<file path="src/rtl/cursor_input_ctrl.sv">
// cursor_input_ctrl
// Front end for the tic-tac-toe core. It synchronizes and debounces six raw
// push-buttons and moves a 3x3 cursor that wraps at the edges. It also issues
// single-cycle place and clear strobes. Moves and places are ignored while the
// core shows its score screen.
//
// Ports:
//   clk, rst        system clock, synchronous active-high reset
//   btn_up/down/left/right  raw cursor buttons (async, active-high)
//   btn_center      raw place button
//   btn_clear       raw board-clear button
//   mode_in         core mode: 0 = game, 1 = score screen
//   cursor_pos      selected cell, row*3+col (0..8)
//   set_pulse       one-cycle place strobe, aligned with the cell it refers to
//   clear_pulse     one-cycle board-clear strobe
module cursor_input_ctrl #(
  parameter int unsigned DEBOUNCE_CYCLES = 500000,
  parameter int unsigned CNT_W           = 20
) (
  input  logic       clk,
  input  logic       rst,
  input  logic       btn_up,
  input  logic       btn_down,
  input  logic       btn_left,
  input  logic       btn_right,
  input  logic       btn_center,
  input  logic       btn_clear,
  input  logic       mode_in,
  output logic [3:0] cursor_pos,
  output logic       set_pulse,
  output logic       clear_pulse
);

  localparam int unsigned NB = 6;
  localparam int unsigned B_UP     = 0;
  localparam int unsigned B_DOWN   = 1;
  localparam int unsigned B_LEFT   = 2;
  localparam int unsigned B_RIGHT  = 3;
  localparam int unsigned B_CENTER = 4;
  localparam int unsigned B_CLEAR  = 5;

  localparam logic [CNT_W-1:0] CNT_LAST = CNT_W'(DEBOUNCE_CYCLES - 1);

  logic [NB-1:0]    raw;
  logic [NB-1:0]    s1, s2;
  logic [NB-1:0]    stable, stable_d;
  logic [NB-1:0]    evt_q;
  logic [CNT_W-1:0] cnt [NB];

  logic [1:0] row, col, row_n, col_n;
  logic       set_n, clr_n;

  assign raw = {btn_clear, btn_center, btn_right, btn_left, btn_down, btn_up};

  function automatic logic [1:0] inc3(input logic [1:0] v);
    return (v == 2'd2) ? 2'd0 : v + 2'd1;
  endfunction

  function automatic logic [1:0] dec3(input logic [1:0] v);
    return (v == 2'd0) ? 2'd2 : v - 2'd1;
  endfunction

  // Synchronizer, debounce and press detection for all buttons.
  // The press is registered once more (evt_q) so the strobe/cursor update
  // lands DEBOUNCE_CYCLES+3 edges after the raw level is first sampled.
  always_ff @(posedge clk) begin
    if (rst) begin
      s1       <= '0;
      s2       <= '0;
      stable   <= '0;
      stable_d <= '0;
      evt_q    <= '0;
      for (int unsigned i = 0; i < NB; i++) begin
        cnt[i] <= '0;
      end
    end else begin
      s1       <= raw;
      s2       <= s1;
      stable_d <= stable;
      evt_q    <= stable & ~stable_d;
      for (int unsigned i = 0; i < NB; i++) begin
        if (s2[i] == stable[i]) begin
          cnt[i] <= '0;
        end else if (cnt[i] == CNT_LAST) begin
          stable[i] <= s2[i];
          cnt[i]    <= '0;
        end else begin
          cnt[i] <= cnt[i] + 1'b1;
        end
      end
    end
  end

  // Clear overrides everything; a place blocks any move in the same cycle so
  // the strobe is paired with the cell that was selected when it was pressed.
  always_comb begin
    row_n = row;
    col_n = col;
    set_n = 1'b0;
    clr_n = 1'b0;
    if (evt_q[B_CLEAR]) begin
      clr_n = 1'b1;
      row_n = 2'd1;
      col_n = 2'd1;
    end else if (!mode_in) begin
      if (evt_q[B_CENTER]) begin
        set_n = 1'b1;
      end else if (evt_q[B_UP]) begin
        row_n = dec3(row);
      end else if (evt_q[B_DOWN]) begin
        row_n = inc3(row);
      end else if (evt_q[B_LEFT]) begin
        col_n = dec3(col);
      end else if (evt_q[B_RIGHT]) begin
        col_n = inc3(col);
      end
    end
  end

  always_ff @(posedge clk) begin
    if (rst) begin
      row         <= 2'd1;
      col         <= 2'd1;
      cursor_pos  <= 4'd4;
      set_pulse   <= 1'b0;
      clear_pulse <= 1'b0;
    end else begin
      row         <= row_n;
      col         <= col_n;
      cursor_pos  <= {2'b00, row_n} * 4'd3 + {2'b00, col_n};
      set_pulse   <= set_n;
      clear_pulse <= clr_n;
    end
  end

endmodule

</file>
<file path="config.mk">
export PLATFORM = sky130hd
export DESIGN_NAME = cursor_input_ctrl
export DESIGN_NICKNAME = d
export VERILOG_FILES = /design/src/rtl/cursor_input_ctrl.sv
export SDC_FILE = /design/constraint.sdc
export NUM_CORES = 1
export LEC_CHECK = 0
export CAP_MARGIN = 40
export CELL_PAD_IN_SITES_DETAIL_PLACEMENT = 1
export CELL_PAD_IN_SITES_GLOBAL_PLACEMENT = 2
export CORE_MARGIN = 4
export CORE_UTILIZATION = 43
export CTS_CLUSTER_DIAMETER = 80
export DETAILED_ROUTE_END_ITERATION = 16
export DONT_BUFFER_PORTS = 1
export GPL_TIMING_DRIVEN = 0
export MAX_ROUTING_LAYER = met4
export PLACE_DENSITY_LB_ADDON = 0.1
export SYNTH_ARGS = -nofsm -noshare
export SYNTH_HDL_FRONTEND = slang
export SYNTH_SLANG_ARGS = --single-unit
</file>
<file path="constraint.sdc">
create_clock -name clk -period 4.1 [get_ports clk]
set_input_delay 0.615 -clock clk [delete_from_list [all_inputs] [get_ports clk]]
set_output_delay 0.615 -clock clk [all_outputs]
set_load 0.005 [all_outputs]
</file>
Yosys cells after proc, flatten, opt, wreduce, memory -nomap -nowiden
Memories as Yosys holds them, arrays and structs flattened.
Cells that the tools add are included.
Widths: inputs -> output; s select.
{"block": "totals", "reg_bits": 40, "ramBits": 120, "inputBits": 9, "output_inout_bits": 6, "wordCells": 181, "memories": 1}
{"block": "op_classes", "n_addsub": 11, "mul": 1, "eq_ne": 14, "mux": 104, "bitwise_logic": 26, "n_reduce_logical": 9}
{"memory": "cnt", "words": 6, "width": 20, "read_ports": 6, "rd_ports_with_merged_regs": 0, "write_ports": 6, "line": "48", "source": "logic [CNT_W-1:0] cnt [NB];"}
{"op": "$mux 20", "count": 18}
{"op": "$add 20x1->20 const B", "count": 6}
{"op": "$eq 20x19->1 const B", "count": 6}
{"op": "$mux 1", "count": 70}
{"op": "$mux 2", "count": 16}
{"op": "$or 1x1->1", "count": 18}
{"op": "$reduce_and 2->1", "count": 6}
{"op": "$and 6x6->6", "count": 1}
{"op": "$eq 1x1->1", "count": 6}
{"op": "$not 1->1", "count": 6}
{"op": "$not 6->6", "count": 1}
{"op": "$add 2x1->2 const B", "count": 2}
{"op": "$add 4x2->4", "count": 1}
{"op": "$eq 2x2->1 const B", "count": 2}
{"op": "$logic_not 2->1", "count": 2}
{"op": "$mul 2x2->4 const B", "count": 1}
{"op": "$sub 2x1->2 const B", "count": 2}
{"op": "$reduce_or 3->1", "count": 1}

Longest topological paths before layout
{"block": "logic_depth", "ltp_word": 10, "mapped_depth": 10, "ltp_nobuf": 10}

Worst setup path before layout
Ideal clock, no wire load.
{"block": "synth_path", "path_kind": "input-to-reg", "startpoint": "in mode_in", "endpoint": "reg cursor_pos[2]", "setup_ns": 0.123, "arrival_time_ns": 2.894, "required_time_ns": 3.977, "path_slack_ns": 1.083, "stages": 8, "n_path_buf": 0, "cell_sequence": "nor4_1 a31oi_1 o221ai_1 nor2_1 fa_1 ha_1 fa_1 or2_2"}
{"block": "synth_between", "elab_cells_between_ends": 6, "cone_classes": "1 x add/sub; 1 x mul; 4 x mux"}
{"item": "start, declared", "line": "28", "source": "input logic mode_in,"}
{"item": "$mux 2", "line": "105", "source": "end else if (!mode_in) begin"}
{"item": "$mux 2", "line": "101", "source": "if (evt_q[B_CLEAR]) begin"}
{"item": "via col_n[1]", "line": "50", "source": "logic [1:0] row, col, row_n, col_n;"}
{"item": "$add 4x2->4", "line": "130", "source": "cursor_pos <= {2'b00, row_n} * 4'd3 + {2'b00, col_n};"}
{"item": "end signal, assigned", "line": "130"}
{"item": "end, declared", "line": "29", "source": "output logic [3:0] cursor_pos,"}
The timed path passes the listed nets, and every way through them passes these cells.
A chain may end at the register's enable or synchronous reset.

Final worst setup path
{"block": "layout_path", "startpoint": "reg evt_q[0]", "endpoint": "reg cursor_pos[2]"}
{"block": "layout_between", "elab_cells_between_ends": 10, "cone_classes": "1 x add/sub; 1 x mul; 8 x mux"}
{"item": "start, declared", "line": "47", "source": "logic [NB-1:0] evt_q;"}
{"item": "start signal, assigned", "line": "80", "source": "evt_q <= stable & ~stable_d;"}
{"item": "$mux 2", "line": "108", "source": "end else if (evt_q[B_UP]) begin"}
{"item": "$mux 2", "line": "106", "source": "if (evt_q[B_CENTER]) begin"}
{"item": "$mux 2", "line": "105"}
{"item": "$mux 2", "line": "101"}
{"item": "via col_n[1]", "line": "50"}
{"item": "$add 4x2->4", "line": "130"}
The timed path passes the listed nets, and every way through them passes these cells.

==> results.py <==
metrics = {
    "power": {
        "switching_share": 0.2201,
        "switching_power_mw": 0.7749,
        "leakage_nw": 3.319,
        "power_frac_seq": 0.528,
        "p_total_mw": 3.521,
        "clkPwrFrac": 0.437,
        "vdd_ir_drop_max_v": 0.0002810,
        "pwr-share-comb": 0.036,
        "power_density_nw_per_um2": 374.5,
        "intPower_mw": 2.746,
    },
    "floorplan": {
        "fp.dieH_um": 145.2,
        "core-area_um2": 18210,
        "die_width_um": 145.2,
        "rows": 49,
        "start_util": 0.4445,
        "num_io_pins": 15,
        "die_area_um2": 21080,
    },
    "setup_path": {
        "cp_top_family": "simple AND/OR/NAND/NOR gates",
        "crit_path_max_incr_delay_ns": 0.74,
        "required_ns": 4.40,
        "path_common_cell": "fa_1",
        "critPathBufInv": 0,
        "slowest_stage": "nor4_1",
        "path_class": "flop to flop",
        "crit_path_end_kind": "flop",
        "setup.worst_path.start_class": "flop",
        "cp_data_arrival_time_ns": 3.49,
        "crit_chain": "nor4_1 > a31oi_1 > o221ai_1 > nor2_1 > fa_1 > ha_1 > fa_1 > or2_2",
        "crit_fanout": 6,
    },
    "cells_and_area": {
        "finalNetCount": 932,
        "syn_to_final_growth_pct": 16.17,
        "fin_cells": 1152,
        "drive_gt1_frac": 0.05652,
        "final_cell_mix": "120 x edfxtp_1, 120 x conb_1, 99 x nor2_1, 44 x xor2_1, 42 x a21oi_1",
        "final_cell_area_um2": 9403,
    },
    "route": {
        "routed_via_density": 5.182,
        "wl_mm": 16.99,
        "wire_per_inst_um": 14.75,
        "ant_nets": 0,
        "via_count": 5970,
        "drtIter0Drc": 216,
        "drc": 0,
        "first_pass_iters": 4,
    },
    "hold_path": {
        "min_path_type": "input pin to flop",
    },
    "place": {
        "dp_cells": 1117,
        "gp_congestion": 0.8001,
        "place_area_um2": 8827,
        "port_buffers": 0,
        "dp_hpwl_mm": 12.63,
    },
    "sta": {
        "max_slew_margin": 0.4307,
        "hold_viol": 0,
        "max_freq_mhz": 313.3,
        "finalHoldWorstSlack_ns": 0.2831,
        "fin_skew_ns": 0.01103,
        "finalSetupTns_ns": 0,
        "setup_viol": 0,
        "fin_crit_sh": 0.7784,
        "period_needed_ns": 3.191,
        "rsz0062_at_grt": "no",
        "drv_slew": 0,
        "worstMarginPinSlew_ns": 0.8461,
    },
    "clock_tree": {
        "cts.hold.buffers_added": 0,
        "cts_max_level": 4,
        "ctsRootBufferMaster": "clkbuf_16",
        "clk_latency_ns": 0.42,
        "post_cts_buffers": 0,
        "cts_resized": 0,
        "cts_buffers": 17,
        "cts_sinks": 160,
        "tritoncts": "built",
        "cts.clk_slew.worst_paths_ns": 0.06,
        "clk_path_buf_depth": 2,
    },
    "logic_synthesis": {
        "yosys-top-cells-area": "edfxtp_1 45%, dfxtp_1 9.9%, xor2_1 4.8%",
        "synth_warnings": 0,
        "seq_area_frac_synth": 0.5441,
        "ys_ff_latch": 160,
        "netlist.area_leader.share": 0.4452,
        "syn_inst": 769,
        "syn_area_per_cell_um2": 10.53,
        "synthArstFlopShare": 0,
        "ys.flop_type": "edfxtp_1",
        "synth.largest_area_cell": "edfxtp_1",
        "netlist_area_um2": 8094,
        "ys_types": 51,
        "synth_edf_count": 120,
    },
    "global_routing": {
        "grt_use_total": 0.1729,
        "grt_pass1_wl_mm": 29.46,
        "grt_start_max_net_pins": 17,
        "grt_pass1_vias": 6298,
        "grt-ovfl-total": 0,
        "grt_antenna_before_repair": 3,
    },
    "job": {
        "drv_cap": 0,
    },
    "outcome": {
        "status": "completed",
    },
}
-- final cells by class --
class | instances | area (um2)
Inverter | 30 | 112.6
Buffer | 22 | 102.6
Tap cell | 229 | 286.5
Clock inverter | 9 | 78.83
Clock buffer | 23 | 489.2
Sequential cell | 160 | 4404
Antenna cell | 3 | 7.507
Multi-Input combinational cell | 676 | 3921
Fill cell | 2065 | 8806
-- final timing paths --
| check | from | end | slack, ns | cells past startpoint |
|---|---|---|---|---|
| worst min-delay path | mode_in | set_pulse | 0.28 | 1 |
| worst max register to register | evt_q[0] | cursor_pos[2] | 0.91 | 8 |
| worst min register to register | stable_d[0] | evt_q[0] | 0.38 | 1 |
| worst max-delay path | evt_q[0] | cursor_pos[2] | 0.91 | 8 |
-- cell usage after synthesis, types with 3 or more instances --
cell and number:
or4_1 23, buf_4 3, nand2b_1 8, nor4_1 10, dfxtp_1 40, nand3_1 40, a21oi_1 42, ha_1 14
or3_1 27, nor2_1 99, or2_2 5, and3_1 9, nand4_1 38, edfxtp_1 120, o21ai_0 30, nor4b_1 3
and2_1 5, xnor2_1 31, nand2_1 31, and4_1 12, o31ai_1 14, inv_1 30, clkbuf_1 12, buf_2 7
or4b_1 5, nor2b_1 25, xor2_1 44, nor3_1 13
-- flip-flops by register name, indices dropped and copies added, names as in the netlist --
register	cells
s2	6
cnt	120
col	2
s1	6
set_pulse	1
clear_pulse	1
stable	6
row	2
stable_d	6
cursor_pos	4
evt_q	6
-- power groups by stage --
| stage | combinational (mW) | sequential (mW) | clock, mW |
|---|---|---|---|
| floorplan | 0.0998 | 1.87 | 0 |
| CTS | 0.123 | 1.86 | 1.58 |
| finish | 0.125 | 1.86 | 1.54 |
| global route | 0.147 | 1.87 | 1.66 |
| global placement | 0.117 | 1.89 | 0 |
| detailed placement | 0.121 | 1.89 | 0 |
-- routing by layer --
metal,vias to the layer above,GRT usage,wire (um)
met5,-,-,0
met4,0,0.04701,189
met3,14,0.04147,380
met2,40,0.3019,8806
met1,2925,0.2004,7617
li1,2991,-,-
-- kinds of logic (layout without fill, tap and decap cells) --
family	count (synthesis)	count (layout)	synth area share
and+or+nand+nor	362	362	0.2458
DFF	160	160	0.5441
AOI/OAI and AO/OA	101	101	0.07281
xor gates and xnor gates	75	75	0.08116
buffers and inverters	52	84	0.02659
adders and majority gates	16	16	0.02659
muxes	2	2	0.002473
other	1	123	0.0004633
-- metrics by stage --
stage | util | setup slack (ns)
final | 0.5164 | 0.9086
after global routing | 0.5164 | 0.7260
after CTS | 0.5160 | 0.9048
after detailed placement | 0.4848 | 0.7227
after global placement | 0.4848 | 0.8333
after floorplan | - | 1.083
Note: power is estimated with default switching activity, not from simulation.
